<file path="src/rtl/regfile_wport.sv">
// Register file write port: writes queue in a small FIFO and retire one per cycle into
// the register array. Register 0 is hardwired to zero.
module regfile_wport #(
  parameter int NREG  = 32,
  parameter int WIDTH = 32,
  parameter int DEPTH = 2
) (
  input  logic                      clock,
  input  logic                      ctrl_reset_n,
  input  logic                      wr_valid,
  output logic                      wr_ready,
  input  logic [$clog2(NREG)-1:0]   wr_addr,
  input  logic [WIDTH-1:0]          wr_data,
  input  logic                      hold,
  input  logic                      flush,
  output logic [NREG*WIDTH-1:0]     regs_flat,
  output logic                      commit,
  output logic [$clog2(NREG)-1:0]   commit_addr,
  output logic [$clog2(DEPTH):0]    pending
);

  localparam int AW = $clog2(NREG);
  localparam int PW = $clog2(DEPTH);
  localparam int CW = PW + 1;

  logic [AW-1:0]    fifo_addr [DEPTH];
  logic [WIDTH-1:0] fifo_data [DEPTH];
  logic [PW-1:0]    wptr;
  logic [PW-1:0]    rptr;
  logic [CW-1:0]    count;
  logic [WIDTH-1:0] regs [1:NREG-1];

  logic             push;
  logic             pop;
  logic [AW-1:0]    head_addr;
  logic [WIDTH-1:0] head_data;
  logic [NREG-1:1]  wsel;

  // Ready looks only at the registered count, so a same-cycle pop never frees a full slot.
  assign wr_ready  = ctrl_reset_n && (count < CW'(DEPTH)) && !flush;
  assign push      = wr_valid && wr_ready;
  assign pop       = (count != '0) && !hold && !flush;
  assign head_addr = fifo_addr[rptr];
  assign head_data = fifo_data[rptr];
  assign pending   = count;

  always_ff @(posedge clock or negedge ctrl_reset_n) begin
    if (!ctrl_reset_n) begin
      wptr        <= '0;
      rptr        <= '0;
      count       <= '0;
      commit      <= 1'b0;
      commit_addr <= '0;
    end else if (flush) begin
      wptr   <= '0;
      rptr   <= '0;
      count  <= '0;
      commit <= 1'b0;
    end else begin
      if (push) wptr <= wptr + 1'b1;
      if (pop)  rptr <= rptr + 1'b1;
      count  <= count + CW'(push) - CW'(pop);
      commit <= pop;
      if (pop) commit_addr <= head_addr;
    end
  end

  // FIFO payload carries no reset; occupancy is tracked by count alone.
  always_ff @(posedge clock) begin
    if (push) begin
      fifo_addr[wptr] <= wr_addr;
      fifo_data[wptr] <= wr_data;
    end
  end

  always_comb begin
    wsel = '0;
    for (int k = 1; k < NREG; k++) begin
      wsel[k] = pop && (head_addr == AW'(k));
    end
  end

  always_ff @(posedge clock or negedge ctrl_reset_n) begin
    if (!ctrl_reset_n) begin
      for (int k = 1; k < NREG; k++) regs[k] <= '0;
    end else begin
      for (int k = 1; k < NREG; k++) begin
        if (wsel[k]) regs[k] <= head_data;
      end
    end
  end

  assign regs_flat[WIDTH-1:0] = '0;
  for (genvar k = 1; k < NREG; k++) begin : g_flat
    assign regs_flat[k*WIDTH +: WIDTH] = regs[k];
  end

endmodule

</file>
<file path="config.mk">
export PLATFORM = sky130hd
export DESIGN_NAME = regfile_wport
export DESIGN_NICKNAME = d
export VERILOG_FILES = /design/src/rtl/regfile_wport.sv
export SDC_FILE = /design/constraint.sdc
export NUM_CORES = 1
export LEC_CHECK = 0
export CAP_MARGIN = 10
export CELL_PAD_IN_SITES_DETAIL_PLACEMENT = 1
export CELL_PAD_IN_SITES_GLOBAL_PLACEMENT = 2
export CORE_AREA = 2 2 415 417
export CTS_CLUSTER_DIAMETER = 80
export DETAILED_ROUTE_END_ITERATION = 7
export DIE_AREA = 0 0 417 419
export GPL_TIMING_DRIVEN = 0
export MAX_ROUTING_LAYER = met4
export PLACE_DENSITY_LB_ADDON = 0.1
export SYNTH_ARGS = -nofsm -noshare
export SYNTH_HDL_FRONTEND = slang
export SYNTH_SLANG_ARGS = --single-unit
</file>
<file path="constraint.sdc">
create_clock -name clock -period 3.1 [get_ports clock]
set_input_delay 0.31 -clock clock [delete_from_list [all_inputs] [get_ports clock]]
set_output_delay 0.31 -clock clock [all_outputs]
set_load 0.03 [all_outputs]
</file>
# After elaboration in Yosys (flattened, before gate mapping)
# Memories as Yosys holds them, arrays and structs flattened.
# Cells that the tools add are included.
classes:
  add_sub_neg: 4
  magnitude_cmp: 1
  eq_ne: 31
  mux: 8
  n_bitwise: 1
  n_reduce_logical: 42
op_table:
  columns: ["operator", "n"]
  rows:
  - ["equality test 5 bit (second input constant)", 16]
  - ["equality test 5 x 4 -> 1 bit (second input constant)", 8]
  - ["logical AND 1 bit", 36]
  - ["equality test 5 x 3 -> 1 bit (second input constant)", 4]
  - ["equality test 5 x 2 -> 1 bit (second input constant)", 2]
  - ["two-way mux 1 bit", 7]
  - ["nonzero test 2 bit", 3]
  - ["equality test 5 x 1 -> 1 bit (second input constant)", 1]
  - ["adder 1 bit (second input constant)", 2]
  - ["adder 2 x 1 -> 2 bit", 1]
  - ["zero test 1 bit", 2]
  - ["less-than comparator 2 bit (second input constant)", 1]
  - ["two-way mux 2 bit", 1]
  - ["AND reduction 2 bit", 1]
  - ["subtractor 2 x 1 -> 2 bit", 1]
  - ["NOT 1 bit", 1]
totals:
  regBits: 1002
  ramBits: 74
  inputBits: 42
  out_inout_bits: 1033
  wordCells: 125
  n_memories: 2
memory_table:
  columns: ["name", "depth", "word_bits", "rd", "rd_clocked_by_memory_dff", "write_ports", "line", "source"]
  rows:
  - ["fifo_data", 2, 32, 1, 0, 1, "27", "logic [WIDTH-1:0] fifo_data [DEPTH];"]
  - ["fifo_addr", 2, 5, 1, 0, 1, "26", "logic [AW-1:0] fifo_addr [DEPTH];"]

# Longest topological paths before layout
depth:
  ltp_word: 7
  ltp_mapped: 8
  ltp_nobuf: 7

# Worst setup path before layout
# No wires, ideal clock.
synth_path:
  path_type: "input port to flip-flop"
  startpoint: "in flush"
  endpoint: "mem fifo_addr[0][0] (netlist name), enable pin"
  setup_ns: 0.431
  t_arrival_ns: 3.263
  required_ns: 2.669
  setup_slack_ns: -0.594
  path_stages: 4
  path_buffers: 1
  path_cell_list: "clkbuf_1 > nor3b_1 > nand2_1 > nor2_1"
synth_between:
  elab_chain_len: 5
synth_rtl:
  columns: ["item", "line", "source"]
  rows:
  - ["from (decl)", "15", "input logic flush,"]
  - ["zero test 1 bit", "40", "assign wr_ready = ctrl_reset_n && (count < CW'(DEPTH)) && !flush;"]
  - ["logical AND 1 bit", "40", null]
  - ["via wr_ready", "11", "output logic wr_ready,"]
  - ["logical AND 1 bit", "41", "assign push = wr_valid && wr_ready;"]
  - ["two-way mux 1 bit", "70", "if (push) begin"]
  - ["two-way mux 1 bit (implied by the code)", "71", "fifo_addr[wptr] <= wr_addr;"]
  - ["to (decl)", "26", null]
# The timed path passes the listed nets, and every way through them passes these cells.

# Worst setup path in the final report
layout_path:
  startpoint: "reg rptr"
  endpoint: "reg regs (netlist bit regs_flat[446])"
layout_between:
  elab_chain_len: 3
  elab_cells_between_ends: 4
  cone_classes: "eq/ne (1); reduce/logical (1); memory (2)"
layout_rtl:
  columns: ["item", "line", "source"]
  rows:
  - ["from (decl)", "29", "logic [PW-1:0] rptr;"]
  - ["from (signal assigned)", "61", "if (pop) rptr <= rptr + 1'b1;"]
  - ["memory (2 x 5 bit)", null, null]
  - ["equality test 5 x 4 -> 1 bit", "79", "wsel[k] = pop && (head_addr == AW'(k));"]
  - ["logical AND 1 bit", "79", null]
  - ["to (signal, indexed assignment)", "88", "if (wsel[k]) regs[k] <= head_data;"]
  - ["to (decl)", "31", "logic [WIDTH-1:0] regs [1:NREG-1];"]
# Several ways; a longest one is shown, not always the timed one.
# A chain may end at the register's enable or synchronous reset.

==> metrics <==
crit path cell chain=mux2_2 -> nor3_1 -> clkbuf_2 -> nand3_2 -> buf_2 -> mux2_2; Max Buffers Root-to-Sink=3; hold-fix buffers at CTS=1; drt drc=0; die area=around 0.17 mm²; Die Width=417 µm; worst rel slew slack=0.3161; IO Port Bufs=1041; largest net degree at the start of global routing=154; Cell variety after synth=31; FF+latch count, synth=approximately 1100; count leader, synth=mux2_2; hpwl dp=129600 µm; path depth of the worst reg2reg path=6; Area contributors post-synth=dfrtp_1 62%, mux2_2 29%, edfxtp_1 5.5%, clkbuf_1 1.0%, buf_2 0.74%; cell taking the most area after synthesis=dfrtp_1; # rows=152; Reg2Reg Launch Point=rptr; outcome=finished, violations left; VDD IR-drop max=0.5394 mV; Initial Utilization=0.2369; Comb pwr share=0.163; clock sinks=1076; most frequent cells after synthesis=1025 x mux2_2, 1002 x dfrtp_1, 111 x clkbuf_1; Routed WL=between 150000 and 200000 µm; CP max stage cell=nand3_2; pre-CTS setup slack=-0.7441 ns; Register Area=~0.027 mm²; vias in the first global route=27151; H-Tree Level Count=4; CP max FO=10; crit share post-route=0.9808; synthesized area=~0.04 mm²; Worst Tran Pin Value=1.026 ns; Max Clock Skew=0.02973 ns; Switch Pwr=0.01071 W; PnR Total Power=~0.038 W; Setup Viol. Count Final=0; # fillers=about 18000; vias per inst=4.281; Final nets=3682; IO Pins=1075; Sw Share=0.2835; dominant synthesized flop cell=dfrtp_1; Placed Area=0.05406 mm²; crit-path most repeated cell=mux2_2; first-pass GRT wire length=approximately 240000 µm; element type at the critical path start=flip-flop; GP Congestion=0.7591; Power Internal=approximately 0.027 W; RSZ-0062 raised after global routing=yes; fraction of layout cells with a size suffix above 1=0.3717; drt wl/cell=29.08 µm; leak pwr=27.44 nW; Detailed Routing Iterations Pass 1=5; core area=roughly 0.17 mm²; Max-Cap Viols=0; area of the multi-input gates=0.01238 mm²; vias=25678; Hold Path Class=primary input to async pin; Critical R2R Capture=regs_flat[446]; CTS tree=built; DRT iter0 DRCs=1144; GRT Util Overall=0.2020; CTS buffer count=136; clock-pin slew on the worst setup and hold paths=about 0.06 ns; Final WS setup=between 0.05 and 0.06 ns; Yosys Warn Count=0; Final ANT Viol Nets=0; Vert. Die Dim=419 µm; latest clock arrival within the worst-skew pair=0.78 ns; total grt overflow=0; number of flops mapped to enable cells by yosys=74; Post-Synthesis Cells=2416; pwr dens=641.1 mW/mm²; Tmin final=3.040 ns; Clk pwr share=0.426; Post-Layout Inst Area=a little under 0.06 mm²; hold_ws=-0.4334 ns; register share of total power=0.411; achievable frequency=roughly 330 MHz; max incr delay on CP=0.49 ns; Final Max Slew Viols=0; CTS root buf=clkbuf_16; crit path capture=regs_flat[446]; Worst R2R Setup Slack=0.06 ns; syn_area_per_cell=16.73 µm²; initial antenna violation count=35; final hold viol count=133; Post-synth ARST share=0.9312; Synth top area share=0.6203; Seq/Total Area, Yosys=0.6753; critical path data required time=around 3.8 ns; failing checks=negative hold slack; CP Launch Point=rptr; Synth-to-Final Area Change=45.78%; Critical Path End Type=flip-flop; Crit path arrival time=about 3.7 ns; CP Class=flip-flop to flip-flop
## worst min-delay path by stage
| stage | startpoint | to | slack (ns) | depth (start not counted) |
|---|---|---|---|---|
| after floorplan | ctrl_reset_n | commit | 0.01 | 0 |
| after global placement | commit_addr[4] | commit_addr[4] | 0.49 | 2 |
| after detailed placement | ctrl_reset_n | regs_flat[510] | 0.46 | 2 |
| after CTS | ctrl_reset_n | regs_flat[510] | -0.40 | 2 |
| after global routing | ctrl_reset_n | regs_flat[510] | -0.38 | 2 |
| final | ctrl_reset_n | regs_flat[510] | -0.43 | 2 |
## timing repair
item	4_1_cts	5_1_grt
endpoints found under the hold margin	136	133
buffers inserted	0	0
resized for setup	44	24
endpoints found under the setup margin	708	480
## kinds of logic (layout without fill, tap and decap cells)
kind of cell    Yosys count  count (layout)  share of synthesized area
mux                    1029            1029                     0.2866
other cells               1              55                 0.00009278
xor+xnor                  3               3                  0.0006502
simple gates             56              56                   0.006718
fa+ha+maj                 2               2                  0.0006190
flops                  1076            1076                     0.6753
buf+inv                 234            1529                    0.02656
compound gates           15              15                   0.003498
## worst max-delay path: cells and delay by family, from the launching register on
kind	cells	cell delay, ns
flops	1	0.44
mux	2	0.72
buf+inv	2	0.88
simple gates	2	0.86
## power groups by stage
stage | sequential [W] | combinational (W) | clock, W
finish | 0.0155 | 0.00615 | 0.0161
global route | 0.0156 | 0.00645 | 0.0172
CTS | 0.0155 | 0.00631 | 0.0167
detailed placement | 0.0158 | 0.00627 | 0
global placement | 0.0158 | 0.00582 | 0
floorplan | 0.0175 | 0.00122 | 0
## registers in the layout, indices dropped and copies added, names as in the netlist
register	flops
commit	1
commit_addr	5
fifo_addr	10
fifo_data	64
pending	2
regs_flat	992
rptr	1
wptr	1
## routing by layer
layer | global-route usage | vias up | wire (µm)
li1 | - | 10983 | -
met1 | 0.2134 | 13620 | 63940
met2 | 0.3488 | 809 | 90720
met3 | 0.05764 | 266 | 11360
met4 | 0.09310 | 0 | 8389
met5 | - | - | 0
## final cells by class
type                       instances  share of cell area
sequential                      1076              0.4632
multi-input combinational       1137              0.2102
timing repair buffer            1053              0.1821
clock buffer                     208             0.07175
tap                             2233             0.04742
buffer                           229             0.01847
clock inverter                    34            0.005563
antenna                           23           0.0009768
inverter                           5           0.0003185
## layout by cell type, fill, tap and decap left out, types with 32 or more instances in the layout
master / n
clkdlybuf4s50_1: 1040
mux2_2: 1025
dfrtp_1: 1002
clkbuf_16: 147
clkbuf_1: 133
edfxtp_1: 74
buf_2: 61
buf_4: 32
conb_1: 32
clkbuf_8: 32
## stage by stage
step                      TNS, ns  cells    util
after floorplan                 0   2447       -
after global placement          -   5721  0.3151
after detailed placement  -277.78   5732  0.3169
after CTS                  -25.15   5975  0.3447
after global routing       -5.487   5989  0.3453
final                           0   5998  0.3454
(Power assumes the default switching activity.)
